$ cat src/rtl/clk_div_gen.sv
// clk_div_gen: N_CH independent programmable clock dividers sharing one clock.
// Each channel produces a registered square wave plus a one-cycle tick at the
// start of every period. Period updates are shadowed and take effect only at the
// channel's period boundary. cfg_sync restarts every channel in phase.
module clk_div_gen #(
    parameter int                     N_CH     = 2,
    parameter int                     CNT_W    = 8,
    parameter logic [N_CH*CNT_W-1:0]  DIV_INIT = {8'd5, 8'd10},
    parameter int                     CH_W     = (N_CH > 1) ? $clog2(N_CH) : 1
) (
    input  logic              clk_in,
    input  logic              rst,
    input  logic              cfg_we,
    input  logic [CH_W-1:0]   cfg_ch,
    input  logic [CNT_W-1:0]  cfg_div,
    input  logic              cfg_sync,
    output logic [N_CH-1:0]   clk_out,
    output logic [N_CH-1:0]   tick,
    output logic [N_CH-1:0]   pend
);

    localparam logic [CNT_W-1:0] ONE = CNT_W'(1);

    // Per-channel state: phase index, active period, shadowed period.
    logic [CNT_W-1:0] r_cnt  [N_CH];
    logic [CNT_W-1:0] r_cur  [N_CH];
    logic [CNT_W-1:0] r_pdiv [N_CH];
    logic [N_CH-1:0]  r_pend;
    logic [N_CH-1:0]  r_clk_out;
    logic [N_CH-1:0]  r_tick;
    // Low until the first edge after reset; that edge is forced to be k=0.
    logic             r_run;

    logic [CNT_W-1:0] w_cnt_nx  [N_CH];
    logic [CNT_W-1:0] w_cur_nx  [N_CH];
    logic [CNT_W-1:0] w_pdiv_nx [N_CH];
    logic [N_CH-1:0]  w_pend_nx;
    logic [N_CH-1:0]  w_clk_nx;
    logic [N_CH-1:0]  w_tick_nx;
    logic [N_CH-1:0]  w_sel;
    logic [N_CH-1:0]  w_bnd;

    // Next-state for every channel: sync, start-up, boundary update, phase advance.
    // Outputs are decoded from the next state so the registered outputs already
    // describe the phase entered on this edge.
    always_comb begin
        for (int unsigned i = 0; i < N_CH; i++) begin
            // Out-of-range cfg_ch matches no channel, so such writes vanish.
            w_sel[i]     = cfg_we && (cfg_ch == CH_W'(i));
            // D of 0 or 1 makes every edge a boundary.
            w_bnd[i]     = (r_cur[i] <= ONE) || (r_cnt[i] == (r_cur[i] - ONE));
            w_cnt_nx[i]  = r_cnt[i];
            w_cur_nx[i]  = r_cur[i];
            w_pdiv_nx[i] = r_pdiv[i];
            w_pend_nx[i] = r_pend[i];

            if (cfg_sync) begin
                // A write coinciding with sync bypasses the shadow register.
                w_cnt_nx[i]  = '0;
                w_pend_nx[i] = 1'b0;
                if (w_sel[i]) begin
                    w_cur_nx[i] = cfg_div;
                end else if (r_pend[i]) begin
                    w_cur_nx[i] = r_pdiv[i];
                end
            end else begin
                if (!r_run) begin
                    w_cnt_nx[i] = '0;
                end else if (w_bnd[i]) begin
                    w_cnt_nx[i] = '0;
                    if (r_pend[i]) begin
                        w_cur_nx[i]  = r_pdiv[i];
                        w_pend_nx[i] = 1'b0;
                    end
                end else begin
                    w_cnt_nx[i] = r_cnt[i] + ONE;
                end
                // Applied after the boundary decision: a write landing on a
                // boundary edge waits for the next one.
                if (w_sel[i]) begin
                    w_pdiv_nx[i] = cfg_div;
                    w_pend_nx[i] = 1'b1;
                end
            end

            w_clk_nx[i]  = (w_cur_nx[i] > ONE) && (w_cnt_nx[i] < (w_cur_nx[i] >> 1));
            w_tick_nx[i] = (w_cur_nx[i] != '0) && (w_cnt_nx[i] == '0);
        end
    end

    // Channel state and registered outputs.
    always_ff @(posedge clk_in or posedge rst) begin
        if (rst) begin
            for (int unsigned i = 0; i < N_CH; i++) begin
                r_cnt[i]  <= '0;
                r_cur[i]  <= DIV_INIT[i*CNT_W +: CNT_W];
                r_pdiv[i] <= '0;
            end
            r_pend    <= '0;
            r_clk_out <= '0;
            r_tick    <= '0;
        end else begin
            for (int unsigned i = 0; i < N_CH; i++) begin
                r_cnt[i]  <= w_cnt_nx[i];
                r_cur[i]  <= w_cur_nx[i];
                r_pdiv[i] <= w_pdiv_nx[i];
            end
            r_pend    <= w_pend_nx;
            r_clk_out <= w_clk_nx;
            r_tick    <= w_tick_nx;
        end
    end

    // Marks that the post-reset start edge has occurred.
    always_ff @(posedge clk_in or posedge rst) begin
        if (rst) begin
            r_run <= 1'b0;
        end else begin
            r_run <= 1'b1;
        end
    end

    assign clk_out = r_clk_out;
    assign tick    = r_tick;
    assign pend    = r_pend;

endmodule

$ cat config.mk
export PLATFORM = sky130hd
export DESIGN_NAME = clk_div_gen
export DESIGN_NICKNAME = d
export VERILOG_FILES = /design/src/rtl/clk_div_gen.sv
export SDC_FILE = /design/constraint.sdc
export NUM_CORES = 1
export LEC_CHECK = 0
export CORE_ASPECT_RATIO = 0.75
export CORE_UTILIZATION = 50
export CTS_CLUSTER_SIZE = 24
export DETAILED_ROUTE_END_ITERATION = 7
export PLACE_DENSITY = 0.68
export RECOVER_POWER = 50
export SLEW_MARGIN = 20
export SYNTH_ARGS = -nofsm -noshare
export SYNTH_HDL_FRONTEND = slang
export SYNTH_SLANG_ARGS = --single-unit
$ cat constraint.sdc
create_clock -name clk_in -period 4.7 [get_ports clk_in]
set_input_delay 1.175 -clock clk_in [delete_from_list [all_inputs] [get_ports clk_in]]
set_output_delay 1.175 -clock clk_in [all_outputs]
set_load 0.03 [all_outputs]
# == Word-level counts from Yosys, hierarchy flattened ==
# Cells that the tools add are included.
# word_totals
ff_bits,55
latchBits,0
mem_bits_rw,0
rom_bits,0
in_bits,13
output_inout_bits,6
elab_cells,69
mem_count,0
# op_classes
addsub,4
multipliers,0
div_mod_pow,0
magnitude_cmp,6
eq_ne,2
shifts,0
n_mux,24
bitwise_logic,2
reduce_logical,20
# op_table
cell,count
two-way mux 8 bit,16
"adder 8 x 1 -> 8 bit, second input constant",2
equality test 8 bit,2
"> comparator 8 x 1 -> 1 bit, second input constant",2
"less-or-equal comparator 8 x 1 -> 1 bit, second input constant",2
zero test 8 bit,2
< comparator 8 x 7 -> 1 bit,2
nonzero test 8 bit,2
"subtractor 8 x 1 -> 8 bit, second input constant",2
nonzero test 3 bit,4
two-way mux 1 bit,8
AND reduction 2 bit,4
logical AND 1 bit,6
logical OR 1 bit,2
inverter 1 bit,2

# == Logic depth before layout (Yosys ltp) ==
# logic_depth
depth_word,8
mapped_depth,16
ltp_nobuf,15

# == Worst setup path after synthesis ==
# Ideal clock, no wire load.
# synth_path
path_type,input to register
startpoint,input port cfg_sync
endpoint,"register r_clk_out[0], in the netlist clk_out[0]"
setup_time_ns,0.096
arrival_time_ns,3.431
required_ns,4.604
path_slack_ns,1.173
cell_stages,11
path_buffers,3
cell_sequence,clkbuf_1 -> clkbuf_1 -> clkbuf_1 -> o211ai_1 -> o31ai_4 -> inv_1 -> ha_1 -> a21o_1 -> a221oi_1 -> o21ai_0 -> a311oi_2
# synth_lines
element,line,text
"start, declared",16,"input logic cfg_sync,"
"end signal, assigned",109,r_clk_out <= w_clk_nx;
"end, declared",29,logic [N_CH-1:0] r_clk_out;

==> impl_metrics.py <==
metrics = {
    "timing": {
        "relSlewSlack": -0.0706,
        "fmax_ghz": 0.255,
        "worst_hold_slack_ns": 0.523,
        "finalHoldViolCount": 0,
        "setup_viol": 0,
        "tightest_slew_ns": 1.60,
        "skew_ns": 0.00577,
        "fin_crit_sh": 0.836,
        "tns_ns": 0,
        "drv_slew": 44,
        "rsz0062_at_grt": "no",
        "fin_crit_ns": 3.93,
    },
    "logic_synthesis": {
        "ys_types": 60,
        "synth_area_leader_cell": "dfrtp_1",
        "ys_seq_elements": 55,
        "netlist_top_cells_area": "dfrtp_1 (34%), xnor2_1 (6.0%), ha_1 (5.9%), o211ai_1 (4.9%), mux2_2 (4.7%)",
        "async_reset_ff_frac": 1.00,
        "yosysWarnings": 0,
        "synthCells": 386,
        "synth.avg_cell_area_um2": 9.83,
        "synth_edf_count": 0,
        "ys_seq_area_frac": 0.364,
        "syn_area_um2": 3800,
        "synth_top_area_share": 0.336,
        "synth_ff_type": "dfrtp_1",
        "syn_nets": 417,
    },
    "floorplanning": {
        "num_rows": 27,
        "die_w_um": 103,
        "io-pin-count": 19,
        "initial_core_util": 0.518,
        "fp.dieArea_um2": 7950,
        "die_h_um": 77.5,
        "core_um2": 7330,
    },
    "routing": {
        "viasPerCell": 6.06,
        "routed_wl_um": 8960,
        "routedWlPerCell_um": 18.1,
        "drt_pass1_iterations": 5,
        "drtIter0Drc": 259,
        "postRouteAntennaNets": 0,
        "drc": 0,
        "vias": 2994,
    },
    "finish": {
        "fillers": 660,
        "nets": 423,
        "drive_gt1_frac": 0.115,
        "insertedDiodeCount": 0,
        "final_cell_mix": "dfrtp_1 (51), nand2_1 (26), xnor2_1 (26), o211ai_1 (25)",
        "syn2layout_area_growth_pct": 8.04,
        "layout.cells.most_common": "dfrtp_1",
        "regArea_um2": 1380,
        "multi_input_area_um2": 2210,
    },
    "critical_path": {
        "crit_family": "compound AO/OA/AOI/OAI gates",
        "crit_path_cell_trace": "inv_1, ha_1, xnor2_1, a221oi_1, a41o_1, a41oi_1, nand2_1, nor2_1, ha_1, a21o_1, a211o_1, a211oi_1",
        "worst-path-max-fanout": 11,
        "path_common_cell": "ha_1",
        "worst_ep_arrival_time_ns": 4.15,
        "startpoint_type": "register",
        "crit_slowest_cell": "a41oi_1",
        "crit_buf_inv": 1,
        "cpPeakStageDelay_ns": 0.72,
        "endpoint_kind": "register",
        "critPathRequiredTime_ns": 4.92,
        "critPathKind": "reg2reg",
    },
    "clock_tree": {
        "clk_pin_slew_ns": 0.10,
        "holdBufCountCts": 0,
        "post_cts_resized": 0,
        "clock_sinks": 55,
        "cts_tree": "done",
        "cts_made_buffers": 5,
        "cts_max_level": 2,
        "root_buffer": "clkbuf_8",
        "cts_buffer_depth": 2,
        "clock_latency_ns": 0.31,
        "cts_setup_buffers": 0,
    },
    "run": {
        "cap_violations": 1,
    },
    "grt": {
        "overflow": 0,
        "grt_max_degree": 44,
        "grt_pass1_vias": 2732,
        "grt_pass1_wl_um": 14900,
        "track_usage": 0.245,
        "antenna_found_initial": 0,
    },
    "placement": {
        "dp_hpwl_um": 6760,
        "gp_congestion": 0.830,
        "io_buffer_count": 18,
    },
    "status": {
        "violations": "max-capacitance violations, max-slew violations",
        "status": "finished, violations left",
    },
    "power_and_ir_drop": {
        "p_leak_nw": 1.71,
        "ir_drop_mv": 0.141,
        "p_per_area_nw_per_um2": 335,
    },
    "min_path": {
        "hp-class": "reg2reg",
    },
}
per-layer routing:
metal  track usage  vias to the layer above  wire [um]
met5             0                        -          0
met4        0.0514                        0         65
met3        0.0459                        7        684
met2         0.307                      126       3440
met1         0.416                     1443       4760
li1              -                     1418          -
cell families (layout without fill, tap and decap cells):
kind of cell / count (synthesis) / after routing / share of synthesized area
other: 1 / 1 / 0.000988
AOI/OAI and AO/OA: 82 / 82 / 0.184
adders and majority gates: 18 / 18 / 0.0593
xor gates and xnor gates: 40 / 40 / 0.0923
DFF: 55 / 55 / 0.364
muxes: 33 / 33 / 0.0923
buffers and inverters: 48 / 55 / 0.0544
and+or+nand+nor: 109 / 109 / 0.153
per-stage QoR:
stage	area [um2]	utilization	std cells	power, mW	setup WS, ns
2_1_floorplan	3800	-	386	0.984	1.17
3_3_place_gp	4020	0.548	486	1.10	0.817
3_5_place_dp	4020	0.548	486	1.11	0.793
4_1_cts	4110	0.560	494	1.38	0.857
5_1_grt	4100	0.559	494	1.46	0.456
6_report	4100	0.559	494	1.37	0.771
layout make-up:
cell class / instances / share of cell area
multi-input combinational: 283 / 0.538
tap: 101 / 0.0308
clock inverter: 2 / 0.00397
timing repair buffer: 21 / 0.0485
sequential: 55 / 0.337
clock buffer: 6 / 0.0177
inverter: 26 / 0.0238
state kept, by name, summed over array words and instances, names as in the netlist:
name,cells
r_pdiv,16
tick,2
clk_out,2
r_cur,16
r_run,1
r_cnt,16
pend,2
worst paths after layout:
path                       slack [ns]             startpoint                     to  depth (start not counted)
max                              0.77     r_cur[0]$_DFF_PP1_   clk_out[1]$_DFF_PP0_                         12
min                              0.52  r_pdiv[5]$_DFFE_PP0P_  r_pdiv[5]$_DFFE_PP0P_                          1
max reg2reg                      0.77     r_cur[0]$_DFF_PP1_   clk_out[1]$_DFF_PP0_                         12
min reg2reg                      0.52  r_pdiv[5]$_DFFE_PP0P_  r_pdiv[5]$_DFFE_PP0P_                          1
max in group asynchronous        1.49                    rst    r_cur[14]$_DFF_PP0_                          3
min in group asynchronous        1.78                    rst  r_pdiv[1]$_DFFE_PP0P_                          2
power by group:
part	switching (mW)	internal [mW]	leakage [nW]
clock	0.161	0.108	0.0418
combinational	0.256	0.211	0.996
sequential	0.0943	0.543	0.676
total	0.512	0.861	1.71
cell usage after synthesis, types with 2 or more instances:
library cell,n
o21a_1,3
nor4b_1,2
nor2_1,24
inv_1,24
a41o_1,2
mux2i_1,17
nor3_1,11
o21ai_0,5
dfstp_2,4
nor4_1,5
a21oi_1,7
o31ai_4,3
ha_1,18
a221oi_1,2
xnor2_1,26
clkbuf_1,11
buf_6,2
nand2_1,26
o31ai_2,2
and3_1,7
a21o_1,4
a211oi_1,2
o211ai_1,25
clkinv_1,2
dfrtp_1,51
mux2_2,16
o311ai_1,7
xor2_1,14
a31oi_1,5
buf_2,9
a41oi_1,3
nand3_1,18
nand2b_1,2
worst register-to-register path: stages (launching register included):
cell,delay (ns)
dfstp_1,0.70
inv_1,0.08
ha_1,0.28
xnor2_1,0.18
a221oi_1,0.09
a41o_1,0.23
a41oi_1,0.72
nand2_1,0.36
nor2_1,0.26
ha_1,0.27
a21o_1,0.16
a211o_1,0.29
a211oi_1,0.22
No activity file was read; power rests on OpenSTA's default activity.
